File: src/rtl/johnson_pkg.sv
// ============================================================================
// Module : johnson_pkg
// Brief  : Shared FSM state type and Johnson counter step/decode helpers.
// Rev    : 1.0  initial release
// ============================================================================
`default_nettype none

package johnson_pkg;

  localparam int c_JC_MAX_W = 32;

  typedef enum logic [0:0] {
    ST_IDLE = 1'b0,
    ST_RUN  = 1'b1
  } state_t;

  // Shift left, feeding the inverted MSB into bit 0; bits at or above w are zeroed.
  function automatic logic [c_JC_MAX_W-1:0] jc_next(input logic [c_JC_MAX_W-1:0] q,
                                                    input int w);
    logic [c_JC_MAX_W-1:0] r;
    r    = q << 1;
    r[0] = ~q[w-1];
    for (int i = 0; i < c_JC_MAX_W; i++) begin
      if (i >= w) r[i] = 1'b0;
    end
    return r;
  endfunction

  // Ones-filled states map to their popcount; zeros-filled states to 2w - popcount.
  function automatic int jc_idx(input logic [c_JC_MAX_W-1:0] q, input int w);
    int ones;
    ones = 0;
    for (int i = 0; i < c_JC_MAX_W; i++) begin
      if (i < w && q[i]) ones++;
    end
    if (q[0] || ones == 0) return ones;
    return 2 * w - ones;
  endfunction

endpackage

`default_nettype wire

File: src/rtl/johnson_seq_ctrl_core.sv
// ============================================================================
// Module : johnson_core
// Brief  : Johnson counter register with enable and synchronous clear.
// Rev    : 1.0  initial release
// ============================================================================
`default_nettype none

module johnson_core
  import johnson_pkg::*;
#(
  parameter int WIDTH = 4
) (
  input  logic             clk,
  input  logic             rst,
  input  logic             en,
  input  logic             clr,
  output logic [WIDTH-1:0] q
);

  logic [WIDTH-1:0] r_q;

  always_ff @(posedge clk or negedge rst) begin
    if (!rst) begin
      r_q <= '0;
    end else if (clr) begin
      r_q <= '0;
    end else if (en) begin
      r_q <= WIDTH'(jc_next(c_JC_MAX_W'(r_q), WIDTH));
    end
  end

  assign q = r_q;

endmodule

`default_nettype wire

File: src/rtl/johnson_seq_ctrl.sv
// ============================================================================
// Module : johnson_seq_ctrl
// Brief  : One-shot / continuous run controller with phase decode for a
//          Johnson counter.
// Rev    : 1.0  initial release
// ============================================================================
`default_nettype none

module johnson_seq_ctrl
  import johnson_pkg::*;
#(
  parameter int WIDTH = 4,
  parameter int CNT_W = 8,
  parameter int IDX_W = $clog2(2 * WIDTH)
) (
  input  logic               clk,
  input  logic               rst,
  input  logic               start,
  input  logic               stop,
  input  logic               mode,
  input  logic [CNT_W-1:0]   steps,
  input  logic               clr,
  output logic               busy,
  output logic               done,
  output logic               aborted,
  output logic [WIDTH-1:0]   q,
  output logic [2*WIDTH-1:0] phase,
  output logic [IDX_W-1:0]   phase_idx
);

  state_t           r_state, w_state_nx;
  logic [CNT_W-1:0] r_rem, w_rem_nx;
  logic             r_cont, w_cont_nx;
  logic             r_busy, w_busy_nx;
  logic             r_done, w_done_nx;
  logic             r_aborted, w_aborted_nx;
  logic             w_en, w_clr;

  johnson_core #(.WIDTH(WIDTH)) u_core (
    .clk (clk),
    .rst (rst),
    .en  (w_en),
    .clr (w_clr),
    .q   (q)
  );

  always_ff @(posedge clk or negedge rst) begin
    if (!rst) begin
      r_state   <= ST_IDLE;
      r_rem     <= '0;
      r_cont    <= 1'b0;
      r_busy    <= 1'b0;
      r_done    <= 1'b0;
      r_aborted <= 1'b0;
    end else begin
      r_state   <= w_state_nx;
      r_rem     <= w_rem_nx;
      r_cont    <= w_cont_nx;
      r_busy    <= w_busy_nx;
      r_done    <= w_done_nx;
      r_aborted <= w_aborted_nx;
    end
  end

  always_comb begin
    w_state_nx   = r_state;
    w_rem_nx     = r_rem;
    w_cont_nx    = r_cont;
    w_busy_nx    = r_busy;
    w_done_nx    = 1'b0;
    w_aborted_nx = 1'b0;
    w_en         = 1'b0;
    w_clr        = 1'b0;
    case (r_state)
      ST_IDLE: begin
        // stop outranks start; clr only applies when no run is requested
        if (stop) begin
          w_state_nx = ST_IDLE;
        end else if (start && !mode && steps != '0) begin
          w_rem_nx   = steps;
          w_cont_nx  = 1'b0;
          w_state_nx = ST_RUN;
          w_busy_nx  = 1'b1;
        end else if (start && !mode) begin
          w_done_nx = 1'b1;
        end else if (start) begin
          w_cont_nx  = 1'b1;
          w_state_nx = ST_RUN;
          w_busy_nx  = 1'b1;
        end else if (clr) begin
          w_clr = 1'b1;
        end
      end
      ST_RUN: begin
        if (stop) begin
          w_state_nx   = ST_IDLE;
          w_busy_nx    = 1'b0;
          w_aborted_nx = 1'b1;
        end else begin
          w_en = 1'b1;
          if (!r_cont) begin
            w_rem_nx = r_rem - 1'b1;
            if (r_rem == CNT_W'(1)) begin
              w_state_nx = ST_IDLE;
              w_busy_nx  = 1'b0;
              w_done_nx  = 1'b1;
            end
          end
        end
      end
      default: begin
        w_state_nx = ST_IDLE;
        w_busy_nx  = 1'b0;
      end
    endcase
  end

  assign busy      = r_busy;
  assign done      = r_done;
  assign aborted   = r_aborted;
  assign phase_idx = IDX_W'(jc_idx(c_JC_MAX_W'(q), WIDTH));
  assign phase     = {{(2*WIDTH-1){1'b0}}, 1'b1} << phase_idx;

endmodule

`default_nettype wire

File: config.mk
export PLATFORM = sky130hd
export DESIGN_NAME = johnson_seq_ctrl
export DESIGN_NICKNAME = d
export VERILOG_FILES = /design/src/rtl/johnson_pkg.sv /design/src/rtl/johnson_seq_ctrl_core.sv /design/src/rtl/johnson_seq_ctrl.sv
export SDC_FILE = /design/constraint.sdc
export NUM_CORES = 1
export LEC_CHECK = 0
export ABC_CLOCK_PERIOD_IN_PS = 4000
export CORE_UTILIZATION = 49
export CTS_CLUSTER_DIAMETER = 80
export CTS_CLUSTER_SIZE = 8
export DETAILED_ROUTE_END_ITERATION = 7
export GPL_TIMING_DRIVEN = 0
export PLACE_DENSITY = 0.75
export SLEW_MARGIN = 20
export SYNTH_ARGS = -nofsm -noshare
export SYNTH_HDL_FRONTEND = slang
export SYNTH_SLANG_ARGS = --single-unit
File: constraint.sdc
create_clock -name clk -period 4 [get_ports clk]
set_input_delay 0.8 -clock clk [delete_from_list [all_inputs] [get_ports clk]]
set_output_delay 0.8 -clock clk [all_outputs]
set_load 0.02 [all_outputs]
==> impl_metrics.csv <==
group,metric,value,unit
run_status,status,"finished clean",
logic_synthesis,synth.distinct_cells,47,
worst_setup_path,cp-start-kind,"register",
worst_setup_path,cp_slowest_cell,"or4_4",
worst_setup_path,cp.depth,11,
global_routing,grt_busiest_layer,"met2",
flow_run,drv_cap,0,
clock_tree,cts_root_buf,"clkbuf_4",
die,dieHeight,53.4,um
timing,min_period_over_period,0.980,
logic_synthesis,synthesis.nets,164,
die,start_util,0.523,
worst_setup_path,r2r_start,"r_rem[2]",
die,io_pins,32,
timing,skew,11.5,ps
die,num_rows,18,
global_routing,antenna_found_initial,0,
power_and_ir_drop,ir_drop,0.418,mV
worst_setup_path,cp.required,3200,ps
global_routing,grt_max_degree,18,
logic_synthesis,yosysWarnings,0,
cells_and_area,fillers,210,
power_and_ir_drop,switching_share,0.494,
worst_setup_path,r2r_end,"busy",
cells_and_area,nNetsFinal,201,
die,die_area,0.00286,mm^2
global_routing,grt_use_met3,0.0374,
clock_tree,numCtsBuffers,3,
timing,tightest_slew,790,ps
worst_setup_path,reg2reg_depth,4,
global_routing,grt_overflow_total,0,
logic_synthesis,ys_seq_area_frac,0.328,
power_and_ir_drop,intPower,0.569,mW
cells_and_area,layout-drive-gt1-share,0.174,
global_routing,grt_pass1_wl,5100,um
clock_tree,htreeDepth,1,
worst_setup_path,r2r_slack,2230,ps
worst_setup_path,cp-startpoint,"u_core.q[1]",
global_routing,grtUsageTotal,0.252,
power_and_ir_drop,design_power_total,1.12,mW
clock_tree,clock_path_buffers,2,
power_and_ir_drop,leakagePower,0.732,nW
placed_design,io_buffers,31,
clock_tree,clkTransAtPathRegs,110,ps
logic_synthesis,syn-mean-instance-area,9.13,um^2
global_routing,grt_pass1_vias,1198,
die,core_area,0.00248,mm^2
drt,drt_iter0_drc,24,
worst_setup_path,worst_ep_arrival_time,3120,ps
cells_and_area,area_growth,28.6,%
timing,slew_viol_final,0,
worst_setup_path,endpoint,"phase[5]",
cells_and_area,num_antenna_cells,0,
cells_and_area,stdcell_area,0.00167,mm^2
logic_synthesis,synth_edf_count,0,
power_and_ir_drop,power_switching,0.556,mW
placed_design,place_congestion,0.796,
timing,slew_headroom,0.472,
global_routing,grtUsageMet2,0.488,
die,die_w,53.4,um
logic_synthesis,ys_ff_latch,17,
drt,vias,1215,
power_and_ir_drop,sequentialPowerShare,0.253,
worst_setup_path,path_max_fanout,5,
global_routing,use_met1,0.265,
drt,wl_per_cell,15.3,um
worst_setup_path,timing.critical_path.buf_inv,2,
hold_path,hold_path.class,"register to register",
clock_tree,cts_hold_buf,0,
worst_setup_path,critPathTopFamily,"adder cells",
clock_tree,clock_latency,290,ps
timing,setup_violations,0,
placed_design,hpwlAfterDp,2400,um
drt,dr.pass1.iters,4,
timing,rsz0062_at_grt,"true",
clock_tree,cts_tree,"done",
logic_synthesis,synth_area,0.00130,mm^2
worst_setup_path,cp-end-kind,"output pin",
timing,hold_viol,0,
logic_synthesis,ys.flop_type,"dfrtp_1",
drt,avgViaCountPerCell,5.84,
worst_setup_path,crit_top_cell,"ha_1",
worst_setup_path,path_class,"register to output pin",
logic_synthesis,ys_async_sr_fraction,1.00,
clock_tree,clock_sinks,17,
timing,fin_crit,3920,ps
logic_synthesis,syn_inst,142,
drt,ant_nets,0,
placed_design,place_area,0.00164,mm^2
drt,wl,3180,um
power_and_ir_drop,p_comb_frac,0.663,
drt,drc,0,
worst_setup_path,cpPeakStageDelay,530,ps
power_and_ir_drop,power_frac_clock,0.084,
timing,fmax,255,MHz
power_and_ir_drop,power.density,675,mW/mm^2
worst_setup_path,cp_cell_sequence,"inv_1, ha_1, xor2_2, ha_1, nand2_1, o31a_1, ha_1, and3b_1, or4_4, a21oi_1, buf_2",
state kept, by name, indices dropped and copies added (netlist names):
name / cells
r_rem: 8
r_cont: 1
r_state: 1
u_core.q: 4
aborted: 1
busy: 1
done: 1
cells by family (layout without fill, tap and decap cells):
group                      after synthesis  count (layout)  synth area share
adders and majority gates                8               8            0.0772
buffers and inverters                   12              48            0.0396
DFF                                     17              17             0.328
xor gates and xnor gates                 3               3            0.0309
AOI/OAI and AO/OA                       38              38             0.215
muxes                                    2               2            0.0154
and+or+nand+nor                         62              62             0.293
cells in the final DEF (no fill, tap or decap), drive strengths merged, types with 8 or more instances in the layout:
cell,instances
nand2,15
nor2,11
o21ai,8
dfrtp,17
a21oi,9
clkdlybuf4s50,21
clkbuf,8
ha,8
buf,9
inv,8
routing by layer:
layer,vias up,part of all wire
met5,-,0
li1,592,-
met2,30,0.53
met3,2,0.039
met4,0,0.0047
met1,591,0.43
power by group through the flow:
stage	clock network, mW	registers, mW	logic, mW
after floorplan	0	0.290	0.460
after global placement	0	0.287	0.721
after detailed placement	0	0.291	0.753
after CTS	0.0960	0.283	0.761
after global routing	0.106	0.289	0.812
final	0.0943	0.284	0.746
worst reg2reg max path: cells and delay by family, from the launching register on:
| family | cells | cell delay, ps |
|---|---|---|
| simple gates | 2 | 890 |
| compound gates | 2 | 330 |
| flops | 1 | 460 |
cells in the mapped netlist (2+ instances only):
| library cell | instances | area share |
|---|---|---|
| nand2b_1 | 4 | 0.019 |
| nor3b_1 | 2 | 0.012 |
| ha_1 | 8 | 0.077 |
| and3_1 | 2 | 0.0097 |
| mux2i_1 | 2 | 0.015 |
| nor2b_1 | 4 | 0.019 |
| nand2_1 | 15 | 0.043 |
| nor3_1 | 6 | 0.023 |
| nand3b_1 | 2 | 0.012 |
| nor4_2 | 3 | 0.029 |
| buf_2 | 2 | 0.0077 |
| o31ai_1 | 2 | 0.012 |
| o2bb2ai_1 | 2 | 0.014 |
| nand4b_1 | 2 | 0.014 |
| a21oi_1 | 8 | 0.031 |
| o22a_2 | 2 | 0.015 |
| a2bb2oi_1 | 3 | 0.020 |
| dfrtp_1 | 17 | 0.33 |
| o31a_1 | 2 | 0.014 |
| nor2_1 | 9 | 0.026 |
| a211o_1 | 4 | 0.027 |
| o21ai_0 | 8 | 0.031 |
| inv_1 | 8 | 0.023 |
| a41oi_1 | 2 | 0.014 |
worst min-delay path by stage:
stage,startpoint,endpoint,slack (ps),cells past startpoint
after floorplan,r_rem[5],r_rem[5],480,1
after global placement,busy,busy,480,1
after detailed placement,busy,busy,510,1
after CTS,busy,busy,520,1
after global routing,r_rem[5],r_rem[5],550,1
final,busy,busy,520,1
repair_timing:
action	CTS	global route
buffers inserted	1	0
gates resized for setup	23	18
endpoints found under the setup margin	10	10
final cells by class:
class / instances / area [um^2] / share of cell area
Tap cell: 30 / 37.5 / 0.0225
Multi-Input combinational cell: 113 / 843 / 0.506
Buffer: 4 / 21.3 / 0.0128
Timing Repair Buffer: 32 / 282 / 0.169
Inverter: 8 / 30.0 / 0.0180
Clock buffer: 4 / 26.3 / 0.0158
Sequential cell: 17 / 427 / 0.256
per-stage QoR:
stage / hold slack (ps) / worst slack, ps / utilization / TNS, ps / cells
floorplan: 476 / 223 / - / 0 / 142
global placement: 478 / -56.6 / 0.664 / -345 / 203
detailed placement: 506 / -190 / 0.664 / -1350 / 203
CTS: 525 / 17.0 / 0.684 / 0 / 208
global route: 554 / -11.6 / 0.673 / -50.8 / 208
finish: 517 / 81.6 / 0.673 / 0 / 208
Note: power is estimated with default switching activity, not from simulation.
